--- config.mk ---
export PLATFORM = sky130hd
export DESIGN_NAME = sram_2168_ctrl
export DESIGN_NICKNAME = d
export VERILOG_FILES = /design/src/rtl/sram_2168_ctrl.sv
export SDC_FILE = /design/constraint.sdc
export NUM_CORES = 1
export LEC_CHECK = 0
export ABC_CLOCK_PERIOD_IN_PS = 1970
export BUFFER_PORTS_ARGS = -buffer_cell sky130_fd_sc_hd__buf_2
export CAP_MARGIN = 20
export CORE_AREA = 2 2 70 72
export CTS_BUF_LIST = sky130_fd_sc_hd__clkbuf_4
export DETAILED_ROUTE_END_ITERATION = 8
export DIE_AREA = 0 0 72 74
export GPL_TIMING_DRIVEN = 0
export PLACE_DENSITY = 0.76
export SETUP_SLACK_MARGIN = 0.02
export SLEW_MARGIN = 20
export SYNTH_ARGS = -nofsm -noshare
export SYNTH_HDL_FRONTEND = slang
export SYNTH_SLANG_ARGS = --single-unit
--- constraint.sdc ---
create_clock -name clk -period 1.97 [get_ports clk]
set_input_delay 0.0985 -clock clk [delete_from_list [all_inputs] [get_ports clk]]
set_output_delay 0.0985 -clock clk [all_outputs]
set_load 0.1 [all_outputs]
--- src/rtl/sram_2168_ctrl.sv ---
// Request/ack front end for a bank of 2168 4Kx4 SRAMs: sequences registered A/CE_n/WE_n/D cycles.
// Define SRAM_CLEAR_EN to zero-fill the whole bank after every reset (busy high during the sweep).
module sram_2168_ctrl #(
  parameter int DATA_W    = 8,
  parameter int ADDR_W    = 12,
  parameter int SETUP_CYC = 1,
  parameter int WE_CYC    = 2,
  parameter int RD_CYC    = 2
) (
  input  logic              clk,
  input  logic              reset,
  input  logic              req,
  input  logic              we,
  input  logic [ADDR_W-1:0] addr,
  input  logic [DATA_W-1:0] wdata,
  output logic              ack,
  output logic [DATA_W-1:0] rdata,
  output logic              busy,
  output logic [ADDR_W-1:0] sram_a,
  output logic              sram_ce_n,
  output logic              sram_we_n,
  output logic [DATA_W-1:0] sram_dout,
  output logic              sram_oe,
  input  logic [DATA_W-1:0] sram_din
);

`ifdef SRAM_CLEAR_EN
  localparam bit CLEAR_EN = 1'b1;
`else
  localparam bit CLEAR_EN = 1'b0;
`endif

  localparam int MAX_SW  = (SETUP_CYC > WE_CYC) ? SETUP_CYC : WE_CYC;
  localparam int MAX_CYC = (MAX_SW > RD_CYC) ? MAX_SW : RD_CYC;
  localparam int CNT_W   = $clog2(MAX_CYC + 1);

  typedef enum logic [2:0] {IDLE, WSETUP, WPULSE, WHOLD, READ, ACK} state_t;

  state_t              r_state, w_state_nxt;
  logic [CNT_W-1:0]    r_cnt, w_cnt_nxt;
  logic                r_ack, w_ack_nxt;
  logic [DATA_W-1:0]   r_rdata, w_rdata_nxt;
  logic                r_busy, w_busy_nxt;
  logic                r_clr_pend, w_clr_pend_nxt;
  logic [ADDR_W-1:0]   r_sram_a, w_a_nxt;
  logic                r_ce_n, w_ce_n_nxt;
  logic                r_we_n, w_we_n_nxt;
  logic                r_oe, w_oe_nxt;
  logic [DATA_W-1:0]   r_dout, w_dout_nxt;

  // Pins are registered from the next state, so each state's pin values appear in that state's cycle.
  always_comb begin
    // NOTE: every combinational output gets a default before the case, so no path can infer a latch.
    w_state_nxt    = r_state;
    w_cnt_nxt      = r_cnt;
    w_ack_nxt      = 1'b0;
    w_rdata_nxt    = r_rdata;
    w_busy_nxt     = r_busy;
    w_clr_pend_nxt = r_clr_pend;
    w_a_nxt        = r_sram_a;
    w_ce_n_nxt     = r_ce_n;
    w_we_n_nxt     = r_we_n;
    w_oe_nxt       = r_oe;
    w_dout_nxt     = r_dout;

    case (r_state)
      IDLE: begin
        if (r_clr_pend) begin
          w_clr_pend_nxt = 1'b0;
          w_busy_nxt     = 1'b1;
          w_state_nxt    = WSETUP;
          w_cnt_nxt      = CNT_W'(SETUP_CYC - 1);
          w_a_nxt        = '0;
          w_ce_n_nxt     = 1'b0;
          w_we_n_nxt     = 1'b1;
          w_oe_nxt       = 1'b1;
          w_dout_nxt     = '0;
        end else if (req && !r_busy) begin
          w_a_nxt    = addr;
          w_ce_n_nxt = 1'b0;
          w_we_n_nxt = 1'b1;
          if (we) begin
            w_state_nxt = WSETUP;
            w_cnt_nxt   = CNT_W'(SETUP_CYC - 1);
            w_oe_nxt    = 1'b1;
            w_dout_nxt  = wdata;
          end else begin
            w_state_nxt = READ;
            w_cnt_nxt   = CNT_W'(RD_CYC - 1);
            w_oe_nxt    = 1'b0;
          end
        end
      end

      WSETUP: begin
        if (r_cnt == '0) begin
          w_state_nxt = WPULSE;
          w_cnt_nxt   = CNT_W'(WE_CYC - 1);
          w_we_n_nxt  = 1'b0;
        end else begin
          w_cnt_nxt = r_cnt - CNT_W'(1);
        end
      end

      WPULSE: begin
        if (r_cnt == '0) begin
          w_state_nxt = WHOLD;
          w_we_n_nxt  = 1'b1;
        end else begin
          w_cnt_nxt = r_cnt - CNT_W'(1);
        end
      end

      WHOLD: begin
        w_state_nxt = ACK;
        w_ce_n_nxt  = 1'b1;
        w_oe_nxt    = 1'b0;
        w_ack_nxt   = !r_busy;
      end

      READ: begin
        if (r_cnt == '0) begin
          w_state_nxt = ACK;
          w_ce_n_nxt  = 1'b1;
          w_rdata_nxt = sram_din;
          w_ack_nxt   = 1'b1;
        end else begin
          w_cnt_nxt = r_cnt - CNT_W'(1);
        end
      end

      ACK: begin
        w_state_nxt = IDLE;
        // A sweep chains straight into the next word so each clear write costs exactly one write slot.
        if (r_busy) begin
          if (&r_sram_a) begin
            w_busy_nxt = 1'b0;
          end else begin
            w_state_nxt = WSETUP;
            w_cnt_nxt   = CNT_W'(SETUP_CYC - 1);
            w_a_nxt     = r_sram_a + ADDR_W'(1);
            w_ce_n_nxt  = 1'b0;
            w_oe_nxt    = 1'b1;
            w_dout_nxt  = '0;
          end
        end
      end

      default: w_state_nxt = IDLE;
    endcase
  end

  always_ff @(posedge clk) begin
    // NOTE: sequential state uses non-blocking assignments so every register samples pre-edge values.
    if (reset) begin
      r_state    <= IDLE;
      r_cnt      <= '0;
      r_ack      <= 1'b0;
      r_rdata    <= '0;
      r_busy     <= 1'b0;
      r_clr_pend <= CLEAR_EN;
      r_sram_a   <= '0;
      r_ce_n     <= 1'b1;
      r_we_n     <= 1'b1;
      r_oe       <= 1'b0;
      r_dout     <= '0;
    end else begin
      r_state    <= w_state_nxt;
      r_cnt      <= w_cnt_nxt;
      r_ack      <= w_ack_nxt;
      r_rdata    <= w_rdata_nxt;
      r_busy     <= w_busy_nxt;
      r_clr_pend <= w_clr_pend_nxt;
      r_sram_a   <= w_a_nxt;
      r_ce_n     <= w_ce_n_nxt;
      r_we_n     <= w_we_n_nxt;
      r_oe       <= w_oe_nxt;
      r_dout     <= w_dout_nxt;
    end
  end

  assign ack       = r_ack;
  assign rdata     = r_rdata;
  assign busy      = r_busy;
  assign sram_a    = r_sram_a;
  assign sram_ce_n = r_ce_n;
  assign sram_we_n = r_we_n;
  assign sram_dout = r_dout;
  assign sram_oe   = r_oe;

endmodule

==> summary.txt <==
Status
  • Outcome: finished clean

Power
  • Clock share of power: roughly 16%
  • Seq pwr share: 29.8%
  • LEAKAGE: 1.170 nW
  • Sw frac: 51.28%
  • P_sw: between 1.5 and 2 mW
  • Worst vdd ir: 0.7385 mV
  • Combinational cell fraction of total power: a little over half
  • Design Power: 3.616 mW
  • PwrDens: 1286 nW/um^2
  • P_int: 1.762 mW

Drt
  • DR iter-0 viols: around 160
  • Routed Antenna Nets: 0
  • Post-detailed-routing wire length: approximately 6000 microns
  • Routed len/inst: 15.14 microns
  • Drt first pass iters: 4
  • Drt drc: 0
  • Via count: 2332
  • Vias per cell: roughly 5.9

Timing
  • Slew headroom: 61.66%
  • Slew Viols, Final: 0
  • Final Skew: 6.507 ps
  • RSZ-0062 raised after global routing: yes
  • Fmax: 523.2 MHz
  • Tmin final: 1911 ps
  • Post-route clock period utilization: about 97%
  • Worst Tran Pin Value: 572.9 ps
  • Final Worst Setup Slack: 58.73 ps
  • Setup-failing EPs final: 0
  • Final Hold Violating Endpoints: 0

Place
  • Pre-CTS WS: -83.62 ps
  • GPL Wtd Cong: 0.8805
  • # port buffers: 63
  • DPL Wire Length: 4105 microns

Floorplan
  • Std cell rows: 25
  • I/O pin cnt: 65
  • Die area: 5328 sq um
  • Die W: 72 microns
  • Core area: 4598 sq um
  • Die Span Y: roughly 74 microns
  • Starting density of the core: 45.82%

Synth
  • Mapped Area: ~2100 sq um
  • Ranking of synthesized cells by area: dfxtp_1 36%, a21oi_1 7.4%, o31ai_1 5.7%
  • Ys flop type: dfxtp_1
  • Post-synthesis mux area share: ~3.0%
  • Synth Area in Compound Gates: between 20 and 30%
  • Mapped Nets: 296
  • XOR/XNOR share of the synthesized area: 0%
  • Synth area leader: dfxtp_1
  • Synth top area share: 36.10%
  • Syn Area/Cell: ~8.1 sq um
  • FFs w/ async S/R, synth: 0%
  • Sequential area share after synthesis: 36.10%
  • Largest family of logic cells by synthesized area: compound AO/OA/AOI/OAI gates
  • Number of synthesized flops with an enable pin: 0
  • Most common cell in the netlist: dfxtp_1
  • Synth cell count leaders: 38 x dfxtp_1, 31 x a21oi_1, 24 x nand2_1
  • Area share of fa/ha/maj cells after synthesis: 1.781%
  • Synthesized instance count: 261
  • Synthesis Warnings: 0
  • #FFs+latches synth: 38
  • Synth cell types: between 40 and 50
  • Simple-Gate Fraction of Synth Area: 23.93%

GRT
  • Total Routing Usage GR: between 20% and 30%
  • Global-route wire length before repair: 10030 microns
  • Largest net degree at the start of global routing: 13
  • Total global routing overflow: 0
  • Initial antenna violation count: 0
  • Vias in the first global route: 2162

Layout
  • Layout cells sized above 1: between 30 and 40%
  • Register area: 798.3 sq um
  • Area of the multi-input gates: 1294 sq um
  • Syn-to-layout area delta: 33.43%
  • Fillers: 425
  • Nets: 376
  • # diodes: 0

Clocking
  • CTS tree: yes
  • Sink Count: 38
  • Bufs on Longest Clock Path: 2
  • Clk root buf: clkbuf_4
  • Clock Pin Slew Worst Setup and Hold Paths: 120 ps
  • Worst skew pair latency: 350 ps
  • H-Tree Depth: 2
  • Cts bufs inserted: 5

Critical path
  • Startpoint types: register
  • Largest stage delay, worst path: 510 ps
  • Crit path max fanout: 10
  • R2r setup slk: just under 60 ps
  • Arrival time of the worst setup path: 2140 ps
  • Critical Path RT: 2190 ps
  • Crit path cell chain: or4b_4 > a21o_1 > clkbuf_4 > o311ai_0 > o31ai_1
  • Worst setup EP type: register
  • Top delay family on crit path: compound AO/OA/AOI/OAI gates
  • CP Class: register to register
  • Slowest cell on crit path: or4b_4
  • Worst Path Buf+Inv: 1

Worst hold path
  • HP Class: input pin to register

Run
  • Max_cap viols: 0
-- placed cells by master (no fill, tap or decap), types with 3 or more instances in the layout --
master	count
inv_1	6
dlygate4sd3_1	8
nand2_1	24
nand3_1	6
o31ai_1	15
nor2_1	10
o21ai_0	7
clkbuf_4	9
nor2b_1	3
a21oi_1	30
nor3_1	5
buf_1	4
and2_1	6
a211oi_1	4
dfxtp_4	7
a41oi_1	3
nand3b_1	5
buf_2	67
dfxtp_1	22
o311ai_1	6
clkbuf_2	3
nand4_1	11
nor3b_1	4
dfxtp_2	9
clkbuf_1	12
mux2i_1	3
a31oi_1	3
-- worst min-delay path, cell delays in order --
cell	delay, ps
buf_2	90
nand4_1	70
a21oi_1	60
-- power groups by stage --
stage | combinational, mW | clock (mW) | sequential, mW
2_1_floorplan | 0.711 | 0 | 1.90
3_3_place_gp | 1.83 | 0 | 1.09
3_5_place_dp | 1.84 | 0 | 1.09
4_1_cts | 1.89 | 0.573 | 1.07
5_1_grt | 2.11 | 0.593 | 1.10
6_report | 1.98 | 0.559 | 1.08
-- through the flow --
step / utilization (%) / cells / TNS (ps) / hold WS, ps / instance area [sq um]
4_1_cts: 59.65 / 395 / -2.440 / 2.879 / 2743
3_5_place_dp: 55.59 / 378 / -146.5 / 345.6 / 2556
5_1_grt: 61.14 / 396 / -77.80 / 0.1710 / 2811
2_1_floorplan: - / 261 / 0 / 234.5 / 2173
3_3_place_gp: 55.59 / 378 / -116.4 / 338.9 / 2556
6_report: 61.14 / 396 / 0 / 9.672 / 2811
-- state kept, by name, indices dropped and copies added, names as in the netlist --
register   flops
sram_ce_n      1
sram_we_n      1
sram_oe        1
sram_a        12
r_cnt          2
sram_dout      8
rdata          8
r_state        3
busy           1
ack            1
-- final cells by class --
type,instances,share of cell area [%]
Clock buffer,6,1.602
Multi-Input combinational cell,190,46.02
Inverter,6,0.8011
Buffer,26,4.183
Tap cell,54,2.403
Clock inverter,2,1.291
Sequential cell,38,28.39
Timing Repair Buffer,74,15.31
-- worst paths after layout --
kind / start / endpoint / cells past startpoint
worst min-delay path: wdata[1] / sram_dout[1] / 3
worst max-delay path: busy / sram_a[7] / 5
worst min register to register: rdata[6] / rdata[6] / 2
worst max register to register: busy / sram_a[7] / 5
-- cells by family after synthesis --
kind of cell    Yosys count
simple gates             90
buf+inv                  33
fa+ha+maj                 3
mux                       6
flops                    38
compound gates           91
-- metal layers --
| layer | GRT usage [%] | part of all wire [%] | vias to the layer above |
|---|---|---|---|
| met5 | 0 | 0 | - |
| met2 | 38.07 | 47 | 85 |
| met3 | 5.285 | 7.5 | 7 |
| met4 | 7.757 | 0.98 | 0 |
| met1 | 30.81 | 45 | 1074 |
| li1 | - | - | 1166 |
-- what timing repair did --
action                                 CTS  global route
endpoints found under the hold margin    8             0
pin swaps                                1             4
gates resized for setup                  6            25
buffers inserted                         1             2
hold buffers                             8             0
setup endpoints to repair               12            32
Power figures use the tool's default switching activity.
